`src/rtl/fpga9685_pkg.sv`:
```
// Shared definitions for the PCA9685-style register sequencer: FSM encoding,
// register-map size and well-known register addresses.
package fpga9685_pkg;

  typedef enum logic [1:0] {
    StIdle   = 2'd0,
    StGetPtr = 2'd1,
    StWrData = 2'd2,
    StRdData = 2'd3
  } state_e;

  localparam int unsigned NUM_REGS = 70;

  localparam logic [7:0] MODE1        = 8'h00;
  localparam logic [7:0] LED0_ON_L    = 8'h06;
  localparam logic [7:0] ALL_LED_ON_L = 8'hFA;
  localparam logic [7:0] PRESCALE     = 8'hFE;

  localparam int unsigned MODE1_AI_BIT = 5;

endpackage

```
`src/rtl/regfile_arb.sv`:
```
// Two-requester fixed-priority port mux for the single-port register file.
// The I2C sequencer always wins; the PWM scanner is granted only in idle cycles.
module regfile_arb #(
  parameter int unsigned AW = 8
) (
  input  logic          i2c_we_i,
  input  logic          i2c_re_i,
  input  logic [AW-1:0] i2c_addr_i,
  input  logic          pwm_req_i,
  input  logic [AW-1:0] pwm_addr_i,
  output logic [AW-1:0] addr_o,
  output logic          we_o,
  output logic          re_o,
  output logic          gnt_o
);

  logic i2c_op;

  // Port ownership: I2C op if present this cycle, otherwise a pending PWM read.
  always_comb begin
    i2c_op = i2c_we_i | i2c_re_i;
    gnt_o  = pwm_req_i & ~i2c_op;
    addr_o = i2c_op ? i2c_addr_i : pwm_addr_i;
    we_o   = i2c_we_i;
    re_o   = i2c_re_i | gnt_o;
  end

endmodule

```
`src/rtl/i2c_reg_sequencer.sv`:
```
// Turns the I2C target's byte stream into register-file accesses: first written
// byte sets the pointer, later bytes write, read requests fetch at the pointer.
// Register-file strobes are registered (event cycle + 1); read data is returned
// on tx_data_o with tx_valid_o two cycles after the request.
module i2c_reg_sequencer #(
  parameter int unsigned NUM_REGS = fpga9685_pkg::NUM_REGS,
  parameter int unsigned AW       = 8
) (
  input  logic          clk_i,
  input  logic          rst_ni,
  input  logic          start_i,
  input  logic          rw_i,
  input  logic          stop_i,
  input  logic          rx_valid_i,
  input  logic [7:0]    rx_data_i,
  input  logic          tx_req_i,
  output logic [7:0]    tx_data_o,
  output logic          tx_valid_o,
  input  logic          ai_i,
  output logic          busy_o,
  output logic [AW-1:0] reg_addr_o,
  output logic [7:0]    reg_wdata_o,
  output logic          reg_we_o,
  output logic          reg_re_o,
  input  logic [7:0]    reg_rdata_i,
  input  logic          pwm_req_i,
  input  logic [AW-1:0] pwm_addr_i,
  output logic          pwm_gnt_o,
  output logic [7:0]    pwm_rdata_o
);

  import fpga9685_pkg::*;

  localparam logic [AW-1:0] LastReg = AW'(NUM_REGS - 1);

  state_e        state_q, state_d;
  logic [AW-1:0] ptr_q, ptr_d;
  logic          ptr_load, wr_evt, rd_evt, in_range;

  // Registered I2C op stage and read-return pipeline.
  logic          i2c_we_q, i2c_re_q, rd_pend_q, tx_valid_q, tx_oor_q;
  logic [AW-1:0] i2c_addr_q;
  logic [7:0]    wdata_q, tx_hold_q, tx_byte;

  assign in_range = 32'(ptr_q) < NUM_REGS;

  // FSM state register.
  always_ff @(posedge clk_i or negedge rst_ni) begin
    if (!rst_ni) state_q <= StIdle;
    else         state_q <= state_d;
  end

  // FSM next state: start beats stop, both beat byte events.
  always_comb begin
    state_d = state_q;
    if (start_i) begin
      state_d = rw_i ? StRdData : StGetPtr;
    end else if (stop_i) begin
      state_d = StIdle;
    end else if (state_q == StGetPtr && rx_valid_i) begin
      state_d = StWrData;
    end
  end

  // FSM outputs: decode which byte event is honoured this cycle.
  always_comb begin
    ptr_load = 1'b0;
    wr_evt   = 1'b0;
    rd_evt   = 1'b0;
    if (!start_i && !stop_i) begin
      unique case (state_q)
        StGetPtr: ptr_load = rx_valid_i;
        StWrData: wr_evt   = rx_valid_i;
        StRdData: rd_evt   = tx_req_i;
        default:  ;
      endcase
    end
  end

  // Pointer next value: load, or auto-increment with wrap at the last register.
  always_comb begin
    ptr_d = ptr_q;
    if (ptr_load) begin
      ptr_d = AW'(rx_data_i);
    end else if ((wr_evt || rd_evt) && ai_i) begin
      ptr_d = (ptr_q == LastReg) ? '0 : ptr_q + AW'(1);
    end
  end

  // Pointer register; survives STOP so write-pointer/STOP/read works.
  always_ff @(posedge clk_i or negedge rst_ni) begin
    if (!rst_ni) ptr_q <= '0;
    else         ptr_q <= ptr_d;
  end

  // Register-file op stage plus the two-cycle read-return pipeline.
  always_ff @(posedge clk_i or negedge rst_ni) begin
    if (!rst_ni) begin
      i2c_we_q   <= 1'b0;
      i2c_re_q   <= 1'b0;
      i2c_addr_q <= '0;
      wdata_q    <= '0;
      rd_pend_q  <= 1'b0;
      tx_valid_q <= 1'b0;
      tx_oor_q   <= 1'b0;
      tx_hold_q  <= '0;
    end else begin
      i2c_we_q   <= wr_evt & in_range;
      i2c_re_q   <= rd_evt & in_range;
      if (wr_evt || rd_evt) i2c_addr_q <= ptr_q;
      if (wr_evt)           wdata_q    <= rx_data_i;
      rd_pend_q  <= rd_evt;
      tx_valid_q <= rd_pend_q;
      // An out-of-range read had no strobe, so reg_rdata_i is meaningless.
      tx_oor_q   <= rd_pend_q & ~i2c_re_q;
      if (tx_valid_q) tx_hold_q <= tx_byte;
    end
  end

  // Read data is live on reg_rdata_i in the tx_valid cycle, then held.
  always_comb begin
    tx_byte   = tx_oor_q ? 8'h00 : reg_rdata_i;
    tx_data_o = tx_valid_q ? tx_byte : tx_hold_q;
  end

  assign tx_valid_o  = tx_valid_q;
  assign busy_o      = (state_q != StIdle);
  assign reg_wdata_o = wdata_q;
  assign pwm_rdata_o = reg_rdata_i;

  regfile_arb #(
    .AW (AW)
  ) u_arb (
    .i2c_we_i   (i2c_we_q),
    .i2c_re_i   (i2c_re_q),
    .i2c_addr_i (i2c_addr_q),
    .pwm_req_i  (pwm_req_i),
    .pwm_addr_i (pwm_addr_i),
    .addr_o     (reg_addr_o),
    .we_o       (reg_we_o),
    .re_o       (reg_re_o),
    .gnt_o      (pwm_gnt_o)
  );

endmodule
```
`config.mk`:
```
export PLATFORM = sky130hd
export DESIGN_NAME = i2c_reg_sequencer
export DESIGN_NICKNAME = d
export VERILOG_FILES = /design/src/rtl/fpga9685_pkg.sv /design/src/rtl/regfile_arb.sv /design/src/rtl/i2c_reg_sequencer.sv
export SDC_FILE = /design/constraint.sdc
export NUM_CORES = 1
export LEC_CHECK = 0
export ABC_AREA = 1
export CAP_MARGIN = 20
export CELL_PAD_IN_SITES_DETAIL_PLACEMENT = 0
export CELL_PAD_IN_SITES_GLOBAL_PLACEMENT = 1
export CORE_MARGIN = 5
export CORE_UTILIZATION = 29
export CTS_CLUSTER_SIZE = 24
export DETAILED_ROUTE_END_ITERATION = 12
export HOLD_SLACK_MARGIN = 0.05
export PLACE_DENSITY = 0.85
export SLEW_MARGIN = 20
export SYNTH_ARGS = -nofsm -noshare
export SYNTH_HDL_FRONTEND = slang
export SYNTH_SLANG_ARGS = --single-unit
```
`constraint.sdc`:
```
create_clock -name clk_i -period 1.2 [get_ports clk_i]
set_clock_uncertainty 0.05 [all_clocks]
set_input_delay 0.12 -clock clk_i [delete_from_list [all_inputs] [get_ports clk_i]]
set_output_delay 0.12 -clock clk_i [all_outputs]
set_load 0.005 [all_outputs]
```
==> results of run 1 <==
-- layer usage --
metal	share of wire, %	wire (um)	vias to the layer above	track usage [%]
met1	41	2540	967	17.2
li1	-	-	1026	-
met3	7.4	458	6	3.78
met5	0	0	-	0
met2	51	3150	65	23.9
met4	0.89	55	0	3.30
-- cells in the final DEF (no fill, tap or decap), types with 7 or more instances in the layout --
cell type        Yosys  final
buf_2                2     19
buf_4                9     36
buf_6                1     21
clkdlybuf4s50_1      0     31
dfrtp_1             39     37
dlygate4sd2_1        0     16
inv_1               31     27
nand2_1             71     50
nand2_2              1     14
nand2_4              3      9
nand3_1             20     10
nand3_2              1      7
nor2_1              14      7
o21ai_0             30      8
o21ai_2              0     10
-- repair_timing --
action | CTS | global route
hold buffers | 1 | 0
buffers inserted | 23 | 7
resized for setup | 184 | 66
gates cloned | 5 | 0
endpoints found under the setup margin | 60 | 48
endpoints found under the hold margin | 39 | 0
pin swaps | 14 | 19
-- power by group through the flow --
stage                     Sequential [mW]  Clock [mW]  Combinational, mW
after floorplan                      1.80           0              0.694
after global placement               1.85           0               1.62
after detailed placement             1.86           0               1.63
after CTS                            1.83        1.16               1.78
after global routing                 1.90        1.22               2.34
final                                1.85        1.12               2.12
-- worst max-delay path, stage by stage, from the launching register on --
cell and delay, ps:
dfrtp_1 410, buf_6 140, nor3b_4 180, buf_4 130, or2_4 100, buf_6 80
-- final timing paths --
check,startpoint,cells after the start,slack (ps),endpoint
min in group clk_i,rd_pend_q,0,330,tx_valid_o
max in group asynchronous,rst_ni,3,610,ptr_q[0]
worst max-delay path,i2c_re_q,5,-290,reg_re_o
worst min-delay path,rst_ni,3,280,tx_hold_q[2]
worst min register to register,rd_pend_q,0,330,tx_valid_o
worst max register to register,state_q[1],8,-230,ptr_q[3]
-- cells by family (layout without fill, tap and decap cells) --
group,after synthesis,count (layout)
flops,39,39
compound gates,33,33
mux,7,7
buf+inv,46,171
simple gates,117,119
xor+xnor,2,2
fa+ha+maj,2,2
-- flip-flops by register name (all words and copies together), names as in the netlist, 2 cells and up --
signal	flops
i2c_addr_q	8
ptr_q	8
reg_wdata_o	8
tx_hold_q	8
state_q	2
-- cell type report --
type,count,area [um^2]
Tap cell,96,120
Sequential cell,39,978
Inverter,32,135
Timing Repair Buffer,131,1180
Multi-Input combinational cell,163,1220
Clock buffer,6,82.6
Clock inverter,2,35.0
Fill cell,615,3040
-- cells in the mapped netlist, drive strengths merged --
cell type,count
o21ai,30
o211ai,1
nor3b,1
nand4,1
or2,2
buf,12
mux2,7
ha,2
clkbuf,2
inv,32
xor2,1
nor2,17
dfrtp,39
xnor2,1
o21bai,1
nand2,75
nand3,21
a31o,1
-- metrics by stage --
step,setup TNS [ps],worst slack [ps]
2_1_floorplan,-210,-21.3
3_3_place_gp,-14240,-368
3_5_place_dp,-15130,-392
4_1_cts,-7790,-282
5_1_grt,-11510,-386
6_report,-8560,-294
==> flow_summary_export.csv, run 1 <==
group,metric,value,unit
yosys,avgSynthCellArea,8.21,um^2
layout,finalNonFillerCells,469,
power_and_ir_drop,power_switching,1.60,mW
global_routing,antenna_found_initial,0,
global_routing,grt_pass1_wl,9770,um
critical_path,end_kind,"primary output",
routing,first_pass_iters,4,
layout,fin_nets,407,
yosys,ys_seq_area_share,48.3,%
global_routing,grt_overflow,0,
power_and_ir_drop,powerDensity,1360,nW/um^2
cts,path_clk_slew,70,ps
placed_design,numPortBuffers,69,
die,rows,30,
die,die_y,93.5,um
placed_design,gp_congestion,0.800,
yosys,synthAdderAreaFrac,1.24,%
power_and_ir_drop,p_int,3.49,mW
sta,setup_viol,46,
critical_path,start_kind,"flop",
yosys,synth.area.top_cells,"dfrtp_1 (48%), nand2_1 (13%), o21ai_0 (7.4%)",
status,status,"finished, violations left",
die,dieArea,8740,um^2
layout,postLayoutCoreUtil,55.2,%
yosys,yosys-mux-area-fraction,3.90,%
sta,setup_ws,-294,ps
sta,fin_crit,1490,ps
sta,hold_ws,284,ps
yosys,yosys_register_bits,39,
placed_design,dp_hpwl,3670,um
power_and_ir_drop,switching_share,31.5,%
cts,cts_buffers,5,
yosys,yosysWarningCount,0,
yosys,synth_top_family_by_area,"simple AND/OR/NAND/NOR gates",
routing,drtAntennaViolNets,0,
sta,timing.final.crit_share,124,%
power_and_ir_drop,p_total,5.10,mW
yosys,yosysTopAreaCellShare,48.3,%
global_routing,grt_pass1_vias,2066,
status,violations,"setup timing",
placed_design,place_area,2990,um^2
die,die_x,93.5,um
routing,vias,2064,
critical_path,worstPathArrival,1320,ps
layout,final_area,3750,um^2
sta,worst_pin_slew,363,ps
die,core,6790,um^2
routing,post_drt_wl_per_cell,13.2,um
yosys,synth_nets,281,
power_and_ir_drop,pwr-share-clk,22.0,%
power_and_ir_drop,leakagePower,1.87,nW
layout,num_antenna_cells,0,
die,initial_core_util,29.7,%
routing,drt-initial-drc-count,82,
routing,remaining_drc_errors,0,
die,io_pins,70,
yosys,synth-compound-area-share,8.61,%
sta,slew_headroom,75.7,%
critical_path,worstPathMaxFanout,2,
yosys,yosys.area_share.simple,26.3,%
global_routing,grt_max_degree,40,
yosys,synth_xor_area_share,0.867,%
run,cap_viol_max_count,0,
cts,cts_sinks,39,
sta,finalHoldViolCount,0,
cts,htreeDepth,2,
routing,wl,6200,um
yosys,synth_area,2020,um^2
placed_design,dp_cells,428,
yosys,synthCells,246,
layout,drive_gt1_share,47.2,%
cts,cts_max_path_buffers,2,
cts,cts_tree,"built",
cts,root_buffer,"clkbuf_8",
sta,final_max_slew_viol_count,0,
power_and_ir_drop,ir_drop,0.000634,V
routing,routed_via_density,4.40,
sta,fmax,670,MHz
critical_path,worst-setup-path-type,"reg -> out",
critical_path,worstPathRequired,1030,ps
cts,insertion_delay,290,ps
power_and_ir_drop,pwr-share-seq,36.4,%
power_and_ir_drop,pwr-share-comb,41.6,%
sta,grt_setup_unrepaired,"true",
layout,synthToLayoutAreaGrowth,85.8,%
hold_path,hp-class,"in -> async",
global_routing,grtUsageTotal,13.9,%
yosys,ys_types,26,
yosys,synth.largest_area_cell,"dfrtp_1",
(Power assumes the default switching activity.)
==> run 2: changes to the inputs <==
- REMOVE_ABC_BUFFERS: default -> 1
==> run 2 against run 1 <==
  * The run still ends with setup timing left
  * Maximum frequency increased by 1.3%
  * Worst setup slack improved by 19 ps
  * Via count decreased by 1.0%
  * Sequential cell count unchanged
  * Non-clock buffer count decreased by 1
  * Clock-buffer cell count decreased by 1
  * Worst hold slack got worse by 17 ps
  * Routed wire length increased by 3.3%
  * Utilization decreased by 0.28 points
  * Power increased by 0.69%
  * Sequential power increased by 3%
  * Critical path depth increased by 1
  * Critical endpoint is now reg_addr_o[1]
==> flow_summary_export.csv, run 2 (synthesis gave the netlist of run 1 again) <==
group,metric,value,unit
status,status,"finished, violations left",
status,violations,"setup timing",
layout,fin_nets,406,
routing,remaining_drc_errors,0,
sta,fin_crit,1470,ps
cts,cts_tree,"built",
layout,synthToLayoutAreaGrowth,84.8,%
die,core,6790,um^2
cts,insertion_delay,300,ps
routing,drtAntennaViolNets,0,
sta,tns,-8050,ps
layout,final_common_cell,"nand2_1",
critical_path,worst-setup-path-type,"reg -> out",
die,rows,30,
global_routing,antenna_found_initial,0,
sta,fmax,678,MHz
routing,top_layer_used,"met4",
layout,final_cell_mix,"nand2_1 (48), buf_4 (34), dfrtp_1 (33)",
global_routing,grt_max_degree,40,
cts,cts_sinks,39,
critical_path,worstPathArrival,1300,ps
cts,cts_max_path_buffers,2,
power_and_ir_drop,leakagePower,1.79,nW
critical_path,r2r-end,"ptr_q[7]",
global_routing,grt_pass1_wl,10400,um
sta,hold_ws,266,ps
power_and_ir_drop,ir_drop,0.000871,V
routing,routed_via_density,4.37,
placed_design,numPortBuffers,69,
sta,setup_viol,46,
placed_design,gp_congestion,0.825,
die,io_pins,70,
cts,cts_buffers,5,
layout,drive_gt1_share,48.7,%
routing,dr_wl_met2,3360,um
cts,htreeDepth,2,
critical_path,start_kind,"flop",
layout,multiInputGateArea,1220,um^2
sta,setup_ws,-275,ps
global_routing,grtUsageTotal,15.1,%
critical_path,worstPathMaxFanout,5,
sta,worst_pin_slew,416,ps
layout,num-fill-cells,626,
routing,vias,2043,
layout,num_antenna_cells,0,
die,initial_core_util,29.7,%
global_routing,grt_overflow,0,
routing,wl_met1,2600,um
routing,route.met3.wl,351,um
routing,post_drt_wl_per_cell,13.7,um
critical_path,ff2ff_path_depth,9,
critical_path,end_kind,"primary output",
routing,wl,6410,um
layout,finalNonFillerCells,468,
global_routing,grt_pass1_vias,2165,
placed_design,dp_cells,427,
run,cap_viol_max_count,0,
hold_path,hp-class,"in -> async",
critical_path,reg2reg_from,"state_q[0]",
die,die_x,93.5,um
power_and_ir_drop,p_total,5.13,mW
die,die_y,93.5,um
cts,root_buffer,"clkbuf_8",
cts,path_clk_slew,90,ps
sta,timing.final.crit_share,123,%
routing,drt-initial-drc-count,68,
power_and_ir_drop,powerDensity,1370,nW/um^2
sta,final_max_slew_viol_count,0,
critical_path,worstPathRequired,1030,ps
critical_path,r2r_slack,-230,ps
critical_path,startpoint,"i2c_we_q",
die,dieArea,8740,um^2
layout,ff_latch_area,983,um^2
sta,grt_setup_unrepaired,"true",
routing,first_pass_iters,4,
layout,postLayoutCoreUtil,55.0,%
placed_design,dp_hpwl,3700,um
sta,slew_headroom,72.2,%
sta,finalHoldViolCount,0,
-- run 2: changes by cell type in the layout (fill, tap and decap cells not counted), moves of 3 or more --
cell and change:
o21ai_1 +9, nand2_2 +5, buf_6 +3, dfrtp_1 -4, dfrtp_2 +4, o21ai_0 -6, nand2_4 -3
-- run 2: per-stage QoR --
step | setup slack, ps | instance area, um^2
after floorplan | -219 | 1920
after global placement | -361 | 2970
after detailed placement | -429 | 2970
after CTS | -300 | 3520
after global routing | -362 | 3730
final | -275 | 3730
-- run 2: power breakdown --
group	switching, mW	internal, mW	total [mW]
sequential	0.266	1.65	1.91
combinational	0.939	1.16	2.10
clock	0.503	0.620	1.12
-- run 2: cell type report --
type                       instances  area share (%)
multi-input combinational        163            32.6
inverter                          32            3.55
sequential                        39            26.3
clock buffer                       5            1.84
clock inverter                     3            1.17
tap                               96            3.22
timing repair buffer             130            31.3
-- run 2: layer usage --
layer  vias to the layer above  track usage (%)
li1                       1020                -
met1                       950             18.2
met5                         -                0
met4                         0             4.15
met2                        65             26.9
met3                         8             3.30
-- run 2: worst max-delay path by stage --
stage | end | slack, ps | cells past startpoint
global placement | ptr_q[2] | -360 | 7
CTS | reg_addr_o[2] | -300 | 6
detailed placement | reg_re_o | -430 | 4
floorplan | ptr_q[2] | -220 | 8
global route | reg_addr_o[2] | -360 | 6
finish | reg_addr_o[1] | -270 | 6
-- run 2: timing repair --
item                       in CTS  in global routing
hold buffers                    1                  0
cloned                          6                  0
hold endpoints to repair       39                  0
resized for setup             192                 70
setup endpoints to repair      60                 50
setup buffers                  25                  8
pin swaps                      24                 20
-- run 2: worst max-delay path, cell delays in order, from the launching register on --
cell     delay (ps)
dfrtp_1         420
nor2_4          130
buf_6           130
buf_6           110
nand2_1          50
o21ai_1          60
buf_2           120
==> run 3: changes to the inputs <==
- SLEW_MARGIN: 20 -> default
==> results of run 3 <==
Final layout, timing and power as in run 2 (identical DEF).
